**config.mk**
```make
export PLATFORM = sky130hd
export DESIGN_NAME = sdm_reg_bank_flat
export DESIGN_NICKNAME = d
export VERILOG_FILES = /design/src/rtl/sdm_reg_bank_if.sv /design/src/rtl/sdm_reg_bank.sv /design/src/flat_wrapper.sv
export SDC_FILE = /design/constraint.sdc
export NUM_CORES = 1
export LEC_CHECK = 0
export CAP_MARGIN = 20
export CORE_UTILIZATION = 25
export CTS_BUF_LIST = sky130_fd_sc_hd__clkbuf_4 sky130_fd_sc_hd__clkbuf_8
export DETAILED_ROUTE_END_ITERATION = 16
export GPL_TIMING_DRIVEN = 0
export PLACE_DENSITY = 0.5
export REMOVE_ABC_BUFFERS = 1
export SLEW_MARGIN = 0
export SYNTH_ARGS = -nofsm -noshare
export SYNTH_HDL_FRONTEND = slang
export SYNTH_SLANG_ARGS = --single-unit
```
**constraint.sdc**
```tcl
create_clock -name aclk -period 6.5 [get_ports aclk]
set_input_delay 0.975 -clock aclk [delete_from_list [all_inputs] [get_ports aclk]]
set_output_delay 0.975 -clock aclk [all_outputs]
set_load 0.02 [all_outputs]
```
**src/rtl/sdm_reg_bank_if.sv**
```systemverilog
// rtl/sdm_reg_bank_if.sv - AXI-lite style register bus for the SDM register bank
interface sdm_reg_bank_if;
    logic [31:0] awaddr;
    logic        awvalid;
    logic        awready;
    logic [31:0] wdata;
    logic [3:0]  wstrb;
    logic        wvalid;
    logic        wready;
    logic [1:0]  bresp;
    logic        bvalid;
    logic        bready;
    logic [31:0] araddr;
    logic        arvalid;
    logic        arready;
    logic [31:0] rdata;
    logic [1:0]  rresp;
    logic        rvalid;
    logic        rready;

    modport master (
        output awaddr, awvalid, input awready,
        output wdata, wstrb, wvalid, input wready,
        input bresp, bvalid, output bready,
        output araddr, arvalid, input arready,
        input rdata, rresp, rvalid, output rready
    );

    modport slave (
        input awaddr, awvalid, output awready,
        input wdata, wstrb, wvalid, output wready,
        output bresp, bvalid, input bready,
        input araddr, arvalid, output arready,
        output rdata, rresp, rvalid, input rready
    );
endinterface

```
**src/rtl/sdm_reg_bank.sv**
```systemverilog
// rtl/sdm_reg_bank.sv - per-channel enable/value register bank for the sigma-delta modulators
// Optional build macro SDM_REG_BANK_SHADOW_EN: shadowed CTRL/VALUE with a COMMIT register at 0x80.
module sdm_reg_bank #(
    parameter int NUM_CH      = 4,
    parameter int VALUE_WIDTH = 16
) (
    input  logic                          aclk,
    input  logic                          areset,
    sdm_reg_bank_if.slave                 bus,
    output logic [NUM_CH-1:0]             enable,
    output logic [NUM_CH*VALUE_WIDTH-1:0] value
);

    localparam logic [1:0]  RESP_OKAY   = 2'b00;
    localparam logic [1:0]  RESP_SLVERR = 2'b10;
    localparam logic [31:0] INFO_ADDR   = 32'h84;
    localparam logic [31:0] INFO_WORD   = {16'h0, 8'(VALUE_WIDTH), 8'(NUM_CH)};
`ifdef SDM_REG_BANK_SHADOW_EN
    localparam logic [31:0] COMMIT_ADDR = 32'h80;
`endif

    typedef enum logic [1:0] {W_IDLE, W_WAIT_ADDR, W_WAIT_DATA, W_RESP} w_state_t;
    typedef enum logic {R_IDLE, R_DATA} r_state_t;

    w_state_t w_state;
    r_state_t r_state;

    logic        awready_q, wready_q, bvalid_q, arready_q, rvalid_q;
    logic [1:0]  bresp_q, rresp_q;
    logic [31:0] rdata_q;
    logic [31:0] aw_addr_q, w_data_q;
    logic [3:0]  w_strb_q;

    // Live registers drive the modulator outputs.
    logic [NUM_CH-1:0]      ctrl_q;
    logic [VALUE_WIDTH-1:0] val_q [NUM_CH];
`ifdef SDM_REG_BANK_SHADOW_EN
    logic [NUM_CH-1:0]      ctrl_sh;
    logic [VALUE_WIDTH-1:0] val_sh [NUM_CH];
`endif

    assign bus.awready = awready_q;
    assign bus.wready  = wready_q;
    assign bus.bvalid  = bvalid_q;
    assign bus.bresp   = bresp_q;
    assign bus.arready = arready_q;
    assign bus.rvalid  = rvalid_q;
    assign bus.rresp   = rresp_q;
    assign bus.rdata   = rdata_q;

    function automatic logic [31:0] merge_bytes(input logic [31:0] old_word,
                                                input logic [31:0] new_word,
                                                input logic [3:0]  strb);
        logic [31:0] result;
        for (int i = 0; i < 4; i++) begin
            result[8*i +: 8] = strb[i] ? new_word[8*i +: 8] : old_word[8*i +: 8];
        end
        return result;
    endfunction

    // ---------------- write path ----------------
    logic        aw_hs, w_hs, wr_fire;
    logic [31:0] wr_addr, wr_data;
    logic [3:0]  wr_strb;
    logic [NUM_CH-1:0] wr_ctrl_sel, wr_val_sel;
    logic        wr_commit_sel, wr_ok;

    assign aw_hs = bus.awvalid & awready_q;
    assign w_hs  = bus.wvalid & wready_q;

    // Whichever half arrived first comes from the latch, the other straight off the bus.
    assign wr_addr = (w_state == W_WAIT_DATA) ? aw_addr_q : bus.awaddr;
    assign wr_data = (w_state == W_WAIT_ADDR) ? w_data_q  : bus.wdata;
    assign wr_strb = (w_state == W_WAIT_ADDR) ? w_strb_q  : bus.wstrb;

    always_comb begin
        wr_fire = 1'b0;
        unique case (w_state)
            W_IDLE:      wr_fire = aw_hs & w_hs;
            W_WAIT_ADDR: wr_fire = aw_hs;
            W_WAIT_DATA: wr_fire = w_hs;
            default:     wr_fire = 1'b0;
        endcase
    end

    always_comb begin
        wr_ctrl_sel = '0;
        wr_val_sel  = '0;
        for (int c = 0; c < NUM_CH; c++) begin
            wr_ctrl_sel[c] = (wr_addr == 32'(8*c));
            wr_val_sel[c]  = (wr_addr == 32'(8*c + 4));
        end
    end

`ifdef SDM_REG_BANK_SHADOW_EN
    assign wr_commit_sel = (wr_addr == COMMIT_ADDR);
`else
    assign wr_commit_sel = 1'b0;
`endif

    // INFO is read-only, so it deliberately stays out of the write-ok set.
    assign wr_ok = (|wr_ctrl_sel) | (|wr_val_sel) | wr_commit_sel;

    always_ff @(posedge aclk) begin
        if (areset) begin
            w_state   <= W_IDLE;
            awready_q <= 1'b1;
            wready_q  <= 1'b1;
            bvalid_q  <= 1'b0;
            bresp_q   <= RESP_OKAY;
            aw_addr_q <= '0;
            w_data_q  <= '0;
            w_strb_q  <= '0;
        end else if (wr_fire) begin
            w_state   <= W_RESP;
            awready_q <= 1'b0;
            wready_q  <= 1'b0;
            bvalid_q  <= 1'b1;
            bresp_q   <= wr_ok ? RESP_OKAY : RESP_SLVERR;
        end else begin
            unique case (w_state)
                W_IDLE: begin
                    if (aw_hs) begin
                        aw_addr_q <= bus.awaddr;
                        awready_q <= 1'b0;
                        w_state   <= W_WAIT_DATA;
                    end else if (w_hs) begin
                        w_data_q <= bus.wdata;
                        w_strb_q <= bus.wstrb;
                        wready_q <= 1'b0;
                        w_state  <= W_WAIT_ADDR;
                    end
                end
                W_RESP: begin
                    if (bus.bready) begin
                        bvalid_q  <= 1'b0;
                        awready_q <= 1'b1;
                        wready_q  <= 1'b1;
                        w_state   <= W_IDLE;
                    end
                end
                default: ;
            endcase
        end
    end

`ifdef SDM_REG_BANK_SHADOW_EN
    always_ff @(posedge aclk) begin
        if (areset) begin
            ctrl_sh <= '0;
            ctrl_q  <= '0;
            for (int c = 0; c < NUM_CH; c++) begin
                val_sh[c] <= '0;
                val_q[c]  <= '0;
            end
        end else if (wr_fire) begin
            for (int c = 0; c < NUM_CH; c++) begin
                if (wr_ctrl_sel[c] && wr_strb[0])
                    ctrl_sh[c] <= wr_data[0];
                if (wr_val_sel[c])
                    val_sh[c] <= merge_bytes(32'(val_sh[c]), wr_data, wr_strb)[VALUE_WIDTH-1:0];
            end
            // All channels switch together so the modulators never see a half-applied update.
            if (wr_commit_sel && wr_strb[0] && wr_data[0]) begin
                ctrl_q <= ctrl_sh;
                for (int c = 0; c < NUM_CH; c++)
                    val_q[c] <= val_sh[c];
            end
        end
    end
`else
    always_ff @(posedge aclk) begin
        if (areset) begin
            ctrl_q <= '0;
            for (int c = 0; c < NUM_CH; c++)
                val_q[c] <= '0;
        end else if (wr_fire) begin
            for (int c = 0; c < NUM_CH; c++) begin
                if (wr_ctrl_sel[c] && wr_strb[0])
                    ctrl_q[c] <= wr_data[0];
                if (wr_val_sel[c])
                    val_q[c] <= merge_bytes(32'(val_q[c]), wr_data, wr_strb)[VALUE_WIDTH-1:0];
            end
        end
    end
`endif

    always_comb begin
        enable = ctrl_q;
        value  = '0;
        for (int c = 0; c < NUM_CH; c++)
            value[c*VALUE_WIDTH +: VALUE_WIDTH] = val_q[c];
    end

    // ---------------- read path ----------------
    logic [31:0] rd_word;
    logic        rd_ok;

    always_comb begin
        rd_word = '0;
        rd_ok   = 1'b0;
        for (int c = 0; c < NUM_CH; c++) begin
            if (bus.araddr == 32'(8*c)) begin
                rd_ok = 1'b1;
`ifdef SDM_REG_BANK_SHADOW_EN
                rd_word = {31'h0, ctrl_sh[c]};
`else
                rd_word = {31'h0, ctrl_q[c]};
`endif
            end else if (bus.araddr == 32'(8*c + 4)) begin
                rd_ok = 1'b1;
`ifdef SDM_REG_BANK_SHADOW_EN
                rd_word = 32'(val_sh[c]);
`else
                rd_word = 32'(val_q[c]);
`endif
            end
        end
        if (bus.araddr == INFO_ADDR) begin
            rd_ok   = 1'b1;
            rd_word = INFO_WORD;
        end
`ifdef SDM_REG_BANK_SHADOW_EN
        if (bus.araddr == COMMIT_ADDR)
            rd_ok = 1'b1;
`endif
    end

    always_ff @(posedge aclk) begin
        if (areset) begin
            r_state   <= R_IDLE;
            arready_q <= 1'b1;
            rvalid_q  <= 1'b0;
            rresp_q   <= RESP_OKAY;
            rdata_q   <= '0;
        end else begin
            unique case (r_state)
                R_IDLE: begin
                    if (bus.arvalid && arready_q) begin
                        rdata_q   <= rd_word;
                        rresp_q   <= rd_ok ? RESP_OKAY : RESP_SLVERR;
                        rvalid_q  <= 1'b1;
                        arready_q <= 1'b0;
                        r_state   <= R_DATA;
                    end
                end
                R_DATA: begin
                    if (bus.rready) begin
                        rvalid_q  <= 1'b0;
                        arready_q <= 1'b1;
                        r_state   <= R_IDLE;
                    end
                end
                default: r_state <= R_IDLE;
            endcase
        end
    end

endmodule

```
**src/flat_wrapper.sv**
```systemverilog
// flat-port wrapper written by rule: the top's interface ports become plain ports
module sdm_reg_bank_flat 
#(
    parameter int NUM_CH      = 4,
    parameter int VALUE_WIDTH = 16
)
  (aclk, areset, enable, value, bus_awaddr, bus_awvalid, bus_awready, bus_wdata, bus_wstrb, bus_wvalid, bus_wready, bus_bresp, bus_bvalid, bus_bready, bus_araddr, bus_arvalid, bus_arready, bus_rdata, bus_rresp, bus_rvalid, bus_rready);
  sdm_reg_bank_if bus_i ();
  input  logic aclk;
  input  logic areset;
  output logic [NUM_CH-1:0] enable;
  output logic [NUM_CH*VALUE_WIDTH-1:0] value;
  input wire logic [$bits(bus_i.awaddr)-1:0] bus_awaddr;
  input wire logic [$bits(bus_i.awvalid)-1:0] bus_awvalid;
  output wire logic [$bits(bus_i.awready)-1:0] bus_awready;
  input wire logic [$bits(bus_i.wdata)-1:0] bus_wdata;
  input wire logic [$bits(bus_i.wstrb)-1:0] bus_wstrb;
  input wire logic [$bits(bus_i.wvalid)-1:0] bus_wvalid;
  output wire logic [$bits(bus_i.wready)-1:0] bus_wready;
  output wire logic [$bits(bus_i.bresp)-1:0] bus_bresp;
  output wire logic [$bits(bus_i.bvalid)-1:0] bus_bvalid;
  input wire logic [$bits(bus_i.bready)-1:0] bus_bready;
  input wire logic [$bits(bus_i.araddr)-1:0] bus_araddr;
  input wire logic [$bits(bus_i.arvalid)-1:0] bus_arvalid;
  output wire logic [$bits(bus_i.arready)-1:0] bus_arready;
  output wire logic [$bits(bus_i.rdata)-1:0] bus_rdata;
  output wire logic [$bits(bus_i.rresp)-1:0] bus_rresp;
  output wire logic [$bits(bus_i.rvalid)-1:0] bus_rvalid;
  input wire logic [$bits(bus_i.rready)-1:0] bus_rready;
  assign bus_i.awaddr = bus_awaddr;
  assign bus_i.awvalid = bus_awvalid;
  assign bus_awready = bus_i.awready;
  assign bus_i.wdata = bus_wdata;
  assign bus_i.wstrb = bus_wstrb;
  assign bus_i.wvalid = bus_wvalid;
  assign bus_wready = bus_i.wready;
  assign bus_bresp = bus_i.bresp;
  assign bus_bvalid = bus_i.bvalid;
  assign bus_i.bready = bus_bready;
  assign bus_i.araddr = bus_araddr;
  assign bus_i.arvalid = bus_arvalid;
  assign bus_arready = bus_i.arready;
  assign bus_rdata = bus_i.rdata;
  assign bus_rresp = bus_i.rresp;
  assign bus_rvalid = bus_i.rvalid;
  assign bus_i.rready = bus_rready;
  sdm_reg_bank #(.NUM_CH(NUM_CH), .VALUE_WIDTH(VALUE_WIDTH)) u_core (.aclk(aclk), .areset(areset), .bus(bus_i), .enable(enable), .value(value));
endmodule
```
==> impl_metrics.csv, run 1 <==
group,metric,value,unit
floorplanning,die_w,169,um
clock_tree,clock_tree.htree_level_count,4,
setup_path,crit_path_top_delay_cell,"ha_1",
setup_path,cp_cell_sequence,"inv_1 > ha_1 > nor4b_2 > nand4_1 > nor4_4 > or2_2 > a41o_1",
cells_and_area,layout.nets,934,
yosys,yosys_warnings,0,
floorplanning,floorplan.initialDensity,25.7,%
sta,finalSetupViolations,0,
setup_path,endpoint_kind,"flop",
setup_path,crit_fanout,13,
sta,fin_hold_ws,0.460,ns
sta,clock-skew-final,0.0202,ns
global_route,initial_antenna_violation_count,0,
floorplanning,design.portCount,216,
yosys,cell_count_after_synthesis,661,
cells_and_area,layout.core_utilization,35.1,%
power_and_ir_drop,total_switching_power,0.879,mW
cells_and_area,post_route_cells_drive_above_1_share,11.2,%
cells_and_area,fillerInstances,2737,
flow_run,timing.max_cap.violations,0,
cells_and_area,final_common_cell,"clkdlybuf4s50_1",
drt,detail_route.wl_per_cell,17.1,um
power_and_ir_drop,power-per-cell-area,288,nW/um^2
drt,drt-total-wl,20700,um
power_and_ir_drop,ir_worst_vdd,0.147,mV
sta,drv_slew,0,
clock_tree,clk_path_buf_depth,2,
clock_tree,cts-resized-gates,0,
clock_tree,clk_root_buffer_cell,"clkbuf_8",
global_route,grt_pass1_wl,31800,um
yosys,synth-edff-count,64,
setup_path,slowest_delay,0.56,ns
drt,number_of_iterations_in_the_first_detailed_routing_pass,4,
setup_path,crit_arrival,3.29,ns
cells_and_area,areaGrowthSynthToFinish,37.0,%
yosys,synthArstFlopShare,0,%
yosys,synthesized_flop_and_latch_total,144,
sta,finalHoldViolCount,0,
global_route,grt_max_degree,58,
global_route,grt_overflow,0,
clock_tree,cts_tree,"built",
outcome,status,"finished, final reports clean",
global_route,first_global_vias,5488,
drt,detailedRoute.firstIterationViolations,359,
setup_path,type_of_the_worst_setup_path,"reg -> reg",
sta,timing.slew.headroom,33.0,%
yosys,syn-mean-instance-area,10.6,um^2
clock_tree,clk_latency,0.45,ns
setup_path,crit_path_start_kind,"flop",
sta,post-route-min-period,3.21,ns
floorplanning,die-area,28600,um^2
placed_design,gp_congestion,0.759,
power_and_ir_drop,switching_share,31.9,%
setup_path,critical_path_buf_inv_count,1,
drt,vias_per_cell,4.47,
sta,setup_repair_after_global_routing_missed_its_margin,"false",
power_and_ir_drop,p_seq_share,39.9,%
placed_design,detailedPlacementHpwl,15400,um
clock_tree,cts.clk_slew.worst_paths,0.08,ns
clock_tree,post_cts_buffers,0,
sta,max_freq,312,MHz
placed_design,port_buffers,179,
yosys,synth.lib_cells_used.distinct,51,
floorplanning,die_y,169,um
power_and_ir_drop,internal-power,1.88,mW
drt,route.detailed.drc,0,
floorplanning,row_count,60,
sta,final_min_period_over_clock_period,49.3,%
hold_path,hp-class,"reg -> reg",
sta,worstMarginPinSlew,1.00,ns
clock_tree,cts.sink_count,144,
yosys,netlist_area,6970,um^2
cells_and_area,diodes,0,
setup_path,worst_path_dominant_cell_family,"simple AND/OR/NAND/NOR gates",
cells_and_area,most_frequent_cells_in_the_layout,"clkdlybuf4s50_1 (178), nor2_1 (121), dfxtp_1 (80)",
power_and_ir_drop,power.leakage,3.60,nW
drt,routed-via-count,5394,
drt,post_route_ant_nets,0,
clock_tree,cts.hold.buffers_added,0,
yosys,yosysSeqAreaShare,50.5,%
sta,timing.setup.tns,0,ns
clock_tree,total_clock_buffers_created_by_cts,17,
setup_path,worst_ep_required_time,6.58,ns
power_and_ir_drop,p_clk_share,29.7,%
yosys,synth-main-ff-cell,"dfxtp_1",
power_and_ir_drop,share_comb_of_total_power,30.4,%
floorplanning,floorplan.core_area,27200,um^2
global_route,grt.total_usage,14.7,%
## cells by family after synthesis
| kind of cell | Yosys count | synth area share [%] |
|---|---|---|
| AND/OR/NAND/NOR | 283 | 19.9 |
| flip-flops | 144 | 50.5 |
| multiplexers | 96 | 16.9 |
| buffers and inverters | 79 | 6.12 |
| AO/OA/AOI/OAI | 54 | 5.76 |
| adder cells (fa/ha/maj) | 4 | 0.718 |
| other | 1 | 0.0538 |
## power groups by stage
stage / Clock [mW] / Combinational [mW] / Sequential (mW)
after floorplan: 0 / 0.502 / 1.14
after global placement: 0 / 0.807 / 1.12
after detailed placement: 0 / 0.843 / 1.12
after CTS: 0.840 / 0.845 / 1.10
after global routing: 0.874 / 0.913 / 1.11
final: 0.817 / 0.837 / 1.10
## stage by stage
stage                     worst slack, ns  power (mW)  cell area (um^2)  instances
after global placement              0.621        1.92              8930       1167
after CTS                            3.01        2.78              9540       1207
after detailed placement             2.75        1.96              9090       1175
after global routing                 2.98        2.90              9550       1208
after floorplan                      3.71        1.64              6680        616
final                                3.29        2.75              9550       1208
## flip-flops by register name (all words and copies together), names as in the netlist, 2 cells and up
name	flops
u_core.val_q	64
u_core.aw_addr_q	32
u_core.bus.rdata	16
u_core.w_data_q	16
u_core.enable	4
u_core.w_state	2
u_core.w_strb_q	2
## area by class of cell
| class | instances | area, um^2 | area share (%) |
|---|---|---|---|
| well taps | 372 | 465 | 4.87 |
| flip-flops and latches | 144 | 3520 | 36.9 |
| multi-input cells | 455 | 3100 | 32.4 |
| inverters | 17 | 63.8 | 0.668 |
| clock inverters | 12 | 193 | 2.02 |
| clock buffers | 20 | 256 | 2.69 |
| repair buffers | 188 | 1950 | 20.4 |
## Yosys cell counts, drive strengths merged (2+ instances only)
cell | number | share of area, %
a211oi | 3 | 0.32
a21oi | 10 | 0.72
a311oi | 2 | 0.25
a31oi | 2 | 0.18
a41o | 8 | 1.1
and2 | 2 | 0.18
buf | 38 | 3.9
clkbuf | 24 | 1.3
dfxtp | 80 | 23
edfxtp | 64 | 28
ha | 4 | 0.72
inv | 17 | 0.91
mux2 | 4 | 0.65
mux2i | 75 | 11
mux4 | 17 | 5.5
nand2 | 36 | 2.0
nand2b | 6 | 0.54
nand3 | 31 | 2.3
nand4 | 4 | 0.36
nor2 | 122 | 6.6
nor3 | 31 | 2.3
nor4 | 27 | 3.3
nor4b | 2 | 0.34
o2111ai | 3 | 0.38
o211ai | 4 | 0.43
o21ai | 14 | 1.0
or2 | 15 | 1.3
or3 | 3 | 0.27
## metal layers
metal / routed length (um) / track usage (%)
met5: 0 / 0
met3: 1510 / 4.54
met1: 8750 / 17.2
met4: 377 / 4.70
met2: 10000 / 25.5
## path summary, 6_finish.rpt
kind	from	end	slack, ns	cells past startpoint
max	u_core.w_state[0]	u_core.val_q[3][14]	3.29	7
min	u_core.bus.rdata[13]	u_core.bus.rdata[13]	0.46	2
max reg2reg	u_core.w_state[0]	u_core.val_q[3][14]	3.29	7
min reg2reg	u_core.bus.rdata[13]	u_core.bus.rdata[13]	0.46	2
## worst min-delay path, cell delays in order (launching register included)
cell     delay [ns]
dfxtp_1        0.33
nand2_1        0.04
o21ai_0        0.05
(Power assumes the default switching activity.)
==> run 2, diff against run 1 <==
PLACE_DENSITY = 0.52   (was 0.5)
clock period = 2.7 ns   (was 6.5 ns; I/O delays follow)
==> run 2 against run 1 <==
- core utilization up 0.55 points
- first-iteration DRC count down 3.1%
- flip-flop and latch count unchanged
- setup slack worse by 3.2 ns
- routed wire length down 0.19%
- hold slack worse by 0.065 ns
==> impl_metrics.csv, run 2 (synthesis results as in run 1) <==
group,metric,value,unit
clock_tree,cts.clk_slew.worst_paths,0.09,ns
setup_path,worstRegToRegCells,5,
drt,routed-via-count,5488,
hold_path,hp-class,"in -> reg",
sta,drv_slew,0,
sta,worstMarginPinSlew,0.934,ns
power_and_ir_drop,power-per-cell-area,682,nW/um^2
cells_and_area,areaGrowthSynthToFinish,39.1,%
cells_and_area,final_cell_count_without_fillers,1215,
power_and_ir_drop,power.leakage,3.63,nW
global_route,grt.total_usage,14.4,%
power_and_ir_drop,ir_worst_vdd,0.275,mV
placed_design,port_buffers,179,
flow_run,timing.max_cap.violations,0,
clock_tree,cts.sink_count,144,
cells_and_area,final_common_cell,"clkdlybuf4s50_1",
cells_and_area,most_frequent_cells_in_the_layout,"clkdlybuf4s50_1 (178), nor2_1 (118), dfxtp_1 (80)",
global_route,initial_antenna_violation_count,0,
setup_path,worst_ep_required_time,2.83,ns
sta,max_freq,379,MHz
clock_tree,clk_path_buf_depth,2,
global_route,grt_overflow,0,
sta,finalHoldViolCount,0,
sta,finalSetupViolations,0,
sta,post-route-min-period,2.64,ns
clock_tree,clock_tree.htree_level_count,4,
cells_and_area,largest_reg_flops,64,
floorplanning,die-area,28600,um^2
drt,detail_route.wl_per_cell,17.0,um
global_route,grt_pass1_wl,30900,um
setup_path,crit_fanout,15,
sta,clock-skew-final,0.0151,ns
setup_path,crit_arrival,2.76,ns
cells_and_area,largest_registers,"u_core.val_q x64, u_core.aw_addr_q x32",
setup_path,crit_path_top_delay_cell,"nor2_2",
cells_and_area,layout.nets,941,
global_route,grt_max_degree,59,
clock_tree,cts.hold.buffers_added,0,
cells_and_area,post_route_cells_drive_above_1_share,14.2,%
floorplanning,floorplan.core_area,27200,um^2
sta,final_min_period_over_clock_period,97.7,%
global_route,first_global_vias,5296,
hold_path,timing.hold.worst_path_depth,2,
drt,vias_per_cell,4.52,
cells_and_area,diodes,0,
floorplanning,die_w,169,um
floorplanning,floorplan.initialDensity,25.7,%
drt,number_of_iterations_in_the_first_detailed_routing_pass,5,
sta,timing.slew.headroom,37.5,%
setup_path,endpoint_kind,"flop",
clock_tree,cts_tree,"built",
floorplanning,die_y,169,um
placed_design,gp_congestion,0.744,
cells_and_area,max_flop_register,"u_core.val_q",
clock_tree,clk_latency,0.45,ns
clock_tree,clk_root_buffer_cell,"clkbuf_8",
floorplanning,design.portCount,216,
drt,route.detailed.drc,0,
drt,post_route_ant_nets,0,
placed_design,placed_cells,1176,
setup_path,slowest_delay,0.59,ns
drt,drt-total-wl,20600,um
cells_and_area,multiInputGateArea,3190,um^2
drt,detailedRoute.firstIterationViolations,348,
floorplanning,row_count,60,
sta,setup_repair_after_global_routing_missed_its_margin,"true",
placed_design,detailedPlacementHpwl,15300,um
sta,fin_hold_ws,0.396,ns
setup_path,type_of_the_worst_setup_path,"reg -> reg",
setup_path,cp_cell_sequence,"inv_1 > ha_4 > mux2_2 > nor2_2 > a41o_2",
cells_and_area,register_area,3520,um^2
clock_tree,total_clock_buffers_created_by_cts,17,
outcome,status,"finished, final reports clean",
cells_and_area,fillerInstances,2717,
setup_path,crit_path_start_kind,"flop",
==> run 2: changes by cell type in the layout (fill, tap and decap cells not counted), sizes merged <==
cell,previous run,this run
clkinv,5,3
clkbuf,20,21
bufinv,5,3
buf,10,17
clkinvlp,1,4
==> run 2: path summary, 6_finish.rpt <==
check / startpoint / end / slack, ns
worst max register to register: u_core.w_state[0] / u_core.val_q[0][11] / 0.06
worst min-delay path: areset / u_core.aw_addr_q[10] / 0.40
worst max-delay path: u_core.w_state[0] / u_core.val_q[0][11] / 0.06
worst min register to register: u_core.bus.rdata[4] / u_core.bus.rdata[4] / 0.46
==> run 2: what timing repair did <==
item	CTS	global route
resized for setup	18	7
setup endpoints to repair	162	116
setup buffers	6	1
pin swaps	2	2
==> run 2: critical path, delay by kind of cell (launching register included) <==
kind,cells,cell delay [ns]
compound gates,1,0.48
fa+ha+maj,1,0.29
simple gates,1,0.59
flops,1,0.36
mux,1,0.44
buf+inv,1,0.14
==> run 2: cell type report <==
| class | instances | share of cell area [%] |
|---|---|---|
| Tap cell | 372 | 4.80 |
| Clock inverter | 11 | 1.60 |
| Sequential cell | 144 | 36.3 |
| Multi-Input combinational cell | 455 | 32.9 |
| Timing Repair Buffer | 195 | 20.8 |
| Clock buffer | 21 | 2.91 |
| Inverter | 17 | 0.658 |
==> run 2: per-layer routing <==
layer	part of all wire [%]	GRT usage [%]
met1	42	17.2
met4	1.2	4.00
met2	49	24.9
met5	0	0
met3	7.9	4.33
==> run 2: stage by stage <==
stage	util [%]	cell area [um^2]	setup slack (ns)	total power [mW]	TNS, ns
after floorplan	-	6680	-0.0870	3.95	-7.27
after global placement	32.9	8930	-2.64	4.63	-372.69
after detailed placement	33.5	9100	-0.719	4.72	-50.76
after CTS	35.5	9650	0.0141	6.65	0
after global routing	35.7	9700	-0.0358	6.97	-0.114
final	35.7	9700	0.0623	6.62	0
==> run 2: power breakdown <==
group / switching (mW) / internal, mW
Sequential: 0.153 / 2.50
Combinational: 1.17 / 0.939
Clock: 0.852 / 1.01
==> run 3, diff against run 2 <==
SETUP_SLACK_MARGIN = 0.5   (was default)
SLEW_MARGIN = 20   (was 0)
==> run 3 against run 2 <==
- sequential power barely moved
- largest cell class is now multi-input combinational cells
- setup slack improved by 0.40 ns
- cell count rose by 3.7%
- die area did not move
- highest routed layer is now met5
- sequential share of layout area fell by 3.3 points
- clock power rose by 7%
==> impl_metrics.csv, run 3 (synthesis results as in run 1) <==
group,metric,value,unit
sta,max_freq,446,MHz
setup_path,crit_path_top_delay_cell,"o32a_4",
floorplanning,design.portCount,216,
sta,worstMarginPinSlew,0.922,ns
hold_path,timing.hold.worst_path_depth,2,
placed_design,post-place-ws,-0.737,ns
clock_tree,clk_latency,0.46,ns
cells_and_area,post_route_cells_drive_above_1_share,24.7,%
setup_path,crit_arrival,2.39,ns
global_route,first_global_vias,5594,
floorplanning,die_w,169,um
floorplanning,floorplan.initialDensity,25.7,%
setup_path,worst_ep_required_time,2.85,ns
hold_path,hp-class,"in -> reg",
clock_tree,cts.sink_count,144,
global_route,grt_overflow,0,
setup_path,crit_path_start_kind,"flop",
cells_and_area,diodes,0,
placed_design,gp_congestion,0.744,
cells_and_area,final_common_cell,"clkdlybuf4s50_1",
drt,drt-total-wl,22300,um
floorplanning,floorplan.core_area,27200,um^2
drt,detail_route.wl_per_cell,17.7,um
sta,setup_repair_after_global_routing_missed_its_margin,"true",
flow_run,timing.max_cap.violations,0,
cells_and_area,largest_reg_flops,64,
sta,finalHoldViolCount,0,
placed_design,dpl-instance-area,9020,um^2
setup_path,slowest_delay,0.39,ns
placed_design,port_buffers,179,
power_and_ir_drop,ir_worst_vdd,0.342,mV
cells_and_area,final_cell_count_without_fillers,1260,
setup_path,endpoint_kind,"flop",
setup_path,critical_path.reg2reg.endpoint,"u_core.val_q[1][2]",
clock_tree,cts.hold.buffers_added,0,
placed_design,placed_cells,1170,
setup_path,crit_fanout,8,
cells_and_area,layout.nets,986,
hold_path,worst_hold_launch,"areset",
drt,number_of_iterations_in_the_first_detailed_routing_pass,6,
global_route,grt.total_usage,15.1,%
global_route,grt_pass1_wl,32400,um
sta,finalSetupViolations,0,
sta,fin_hold_ws,0.398,ns
sta,setup_slack,0.460,ns
sta,final_min_period_over_clock_period,83.0,%
clock_tree,clk_root_buffer_cell,"clkbuf_8",
setup_path,cp_cell_sequence,"inv_4 > ha_4 > a31oi_4 > o32a_4 > a221oi_4 > buf_4 > buf_12 > a41o_4",
power_and_ir_drop,power.total,7.33,mW
drt,route.detailed.drc,0,
clock_tree,clock_tree.htree_level_count,4,
cells_and_area,largest_registers,"u_core.val_q x64, u_core.aw_addr_q x32",
global_route,grt_max_degree,59,
power_and_ir_drop,power-per-cell-area,685,nW/um^2
cells_and_area,most_frequent_cells_in_the_layout,"clkdlybuf4s50_1 (177), nor2_1 (102), dfxtp_1 (78)",
sta,post-route-min-period,2.24,ns
sta,drv_slew,0,
clock_tree,total_clock_buffers_created_by_cts,17,
hold_path,timing.hold.worst_endpoint,"u_core.aw_addr_q[9]",
drt,routed-via-count,5796,
placed_design,detailedPlacementHpwl,15000,um
floorplanning,die-area,28600,um^2
setup_path,type_of_the_worst_setup_path,"reg -> reg",
cells_and_area,layout.core_utilization,39.4,%
setup_path,worstRegToRegCells,8,
global_route,initial_antenna_violation_count,1,
setup_path,rr_startpoint,"u_core.w_state[1]",
sta,timing.slew.headroom,38.4,%
sta,timing.setup.tns,0,ns
drt,vias_per_cell,4.60,
cells_and_area,finish.instance_area,10700,um^2
power_and_ir_drop,power.leakage,3.95,nW
clock_tree,clk_path_buf_depth,2,
cells_and_area,max_flop_register,"u_core.val_q",
sta,clock-skew-final,0.0159,ns
floorplanning,row_count,60,
drt,post_route_ant_nets,0,
floorplanning,die_y,169,um
clock_tree,cts_tree,"built",
setup_path,reg2reg_setup_slack,0.46,ns
clock_tree,cts.clk_slew.worst_paths,0.09,ns
drt,detailedRoute.firstIterationViolations,331,
cells_and_area,areaGrowthSynthToFinish,53.4,%
outcome,status,"finished, final reports clean",
## run 3: area by class of cell
type	instances	area [um^2]
Timing Repair Buffer	236	2440
Clock inverter	11	188
Fill cell	2654	16500
Clock buffer	21	270
Sequential cell	144	3530
Multi-Input combinational cell	459	3740
Tap cell	372	465
Inverter	17	68.8
## run 3: power breakdown
part           switching, mW  internal (mW)  total [mW]
Combinational           1.40           1.27        2.66
Sequential             0.164           2.51        2.67
Clock                  0.840           1.15        1.99
## run 3: how the worst max path moves through the flow
stage,start,to,slack (ns),depth (start not counted)
after floorplan,u_core.w_state[1],u_core.val_q[3][10],-0.09,6
after global placement,areset,u_core.bus.rdata[9],-2.64,4
final,u_core.w_state[1],u_core.val_q[1][2],0.46,8
after detailed placement,u_core.w_state[0],u_core.val_q[2][11],-0.74,5
after global routing,u_core.w_state[0],u_core.val_q[1][2],0.38,8
after CTS,u_core.w_state[0],u_core.val_q[1][2],0.41,8
## run 3: what timing repair did
action | CTS | global route
endpoints found under the setup margin | 185 | 176
gates resized for setup | 59 | 81
gates cloned | 3 | 3
pin swaps | 26 | 41
setup buffers | 39 | 13
## run 3: critical path, delay by kind of cell, from the launching register on
family | cells | cell delay (ns)
AOI/OAI and AO/OA | 4 | 1.02
adders and majority gates | 1 | 0.16
buffers and inverters | 3 | 0.37
DFF | 1 | 0.38
## run 3: routing by layer
metal | part of all wire (%) | vias to the layer above | GRT usage, %
met5 | 0.058 | - | 0
met2 | 51 | 180 | 26.7
met3 | 6.5 | 30 | 4.26
met4 | 2.1 | 2 | 5.09
li1 | - | 2785 | -
met1 | 41 | 2799 | 17.6
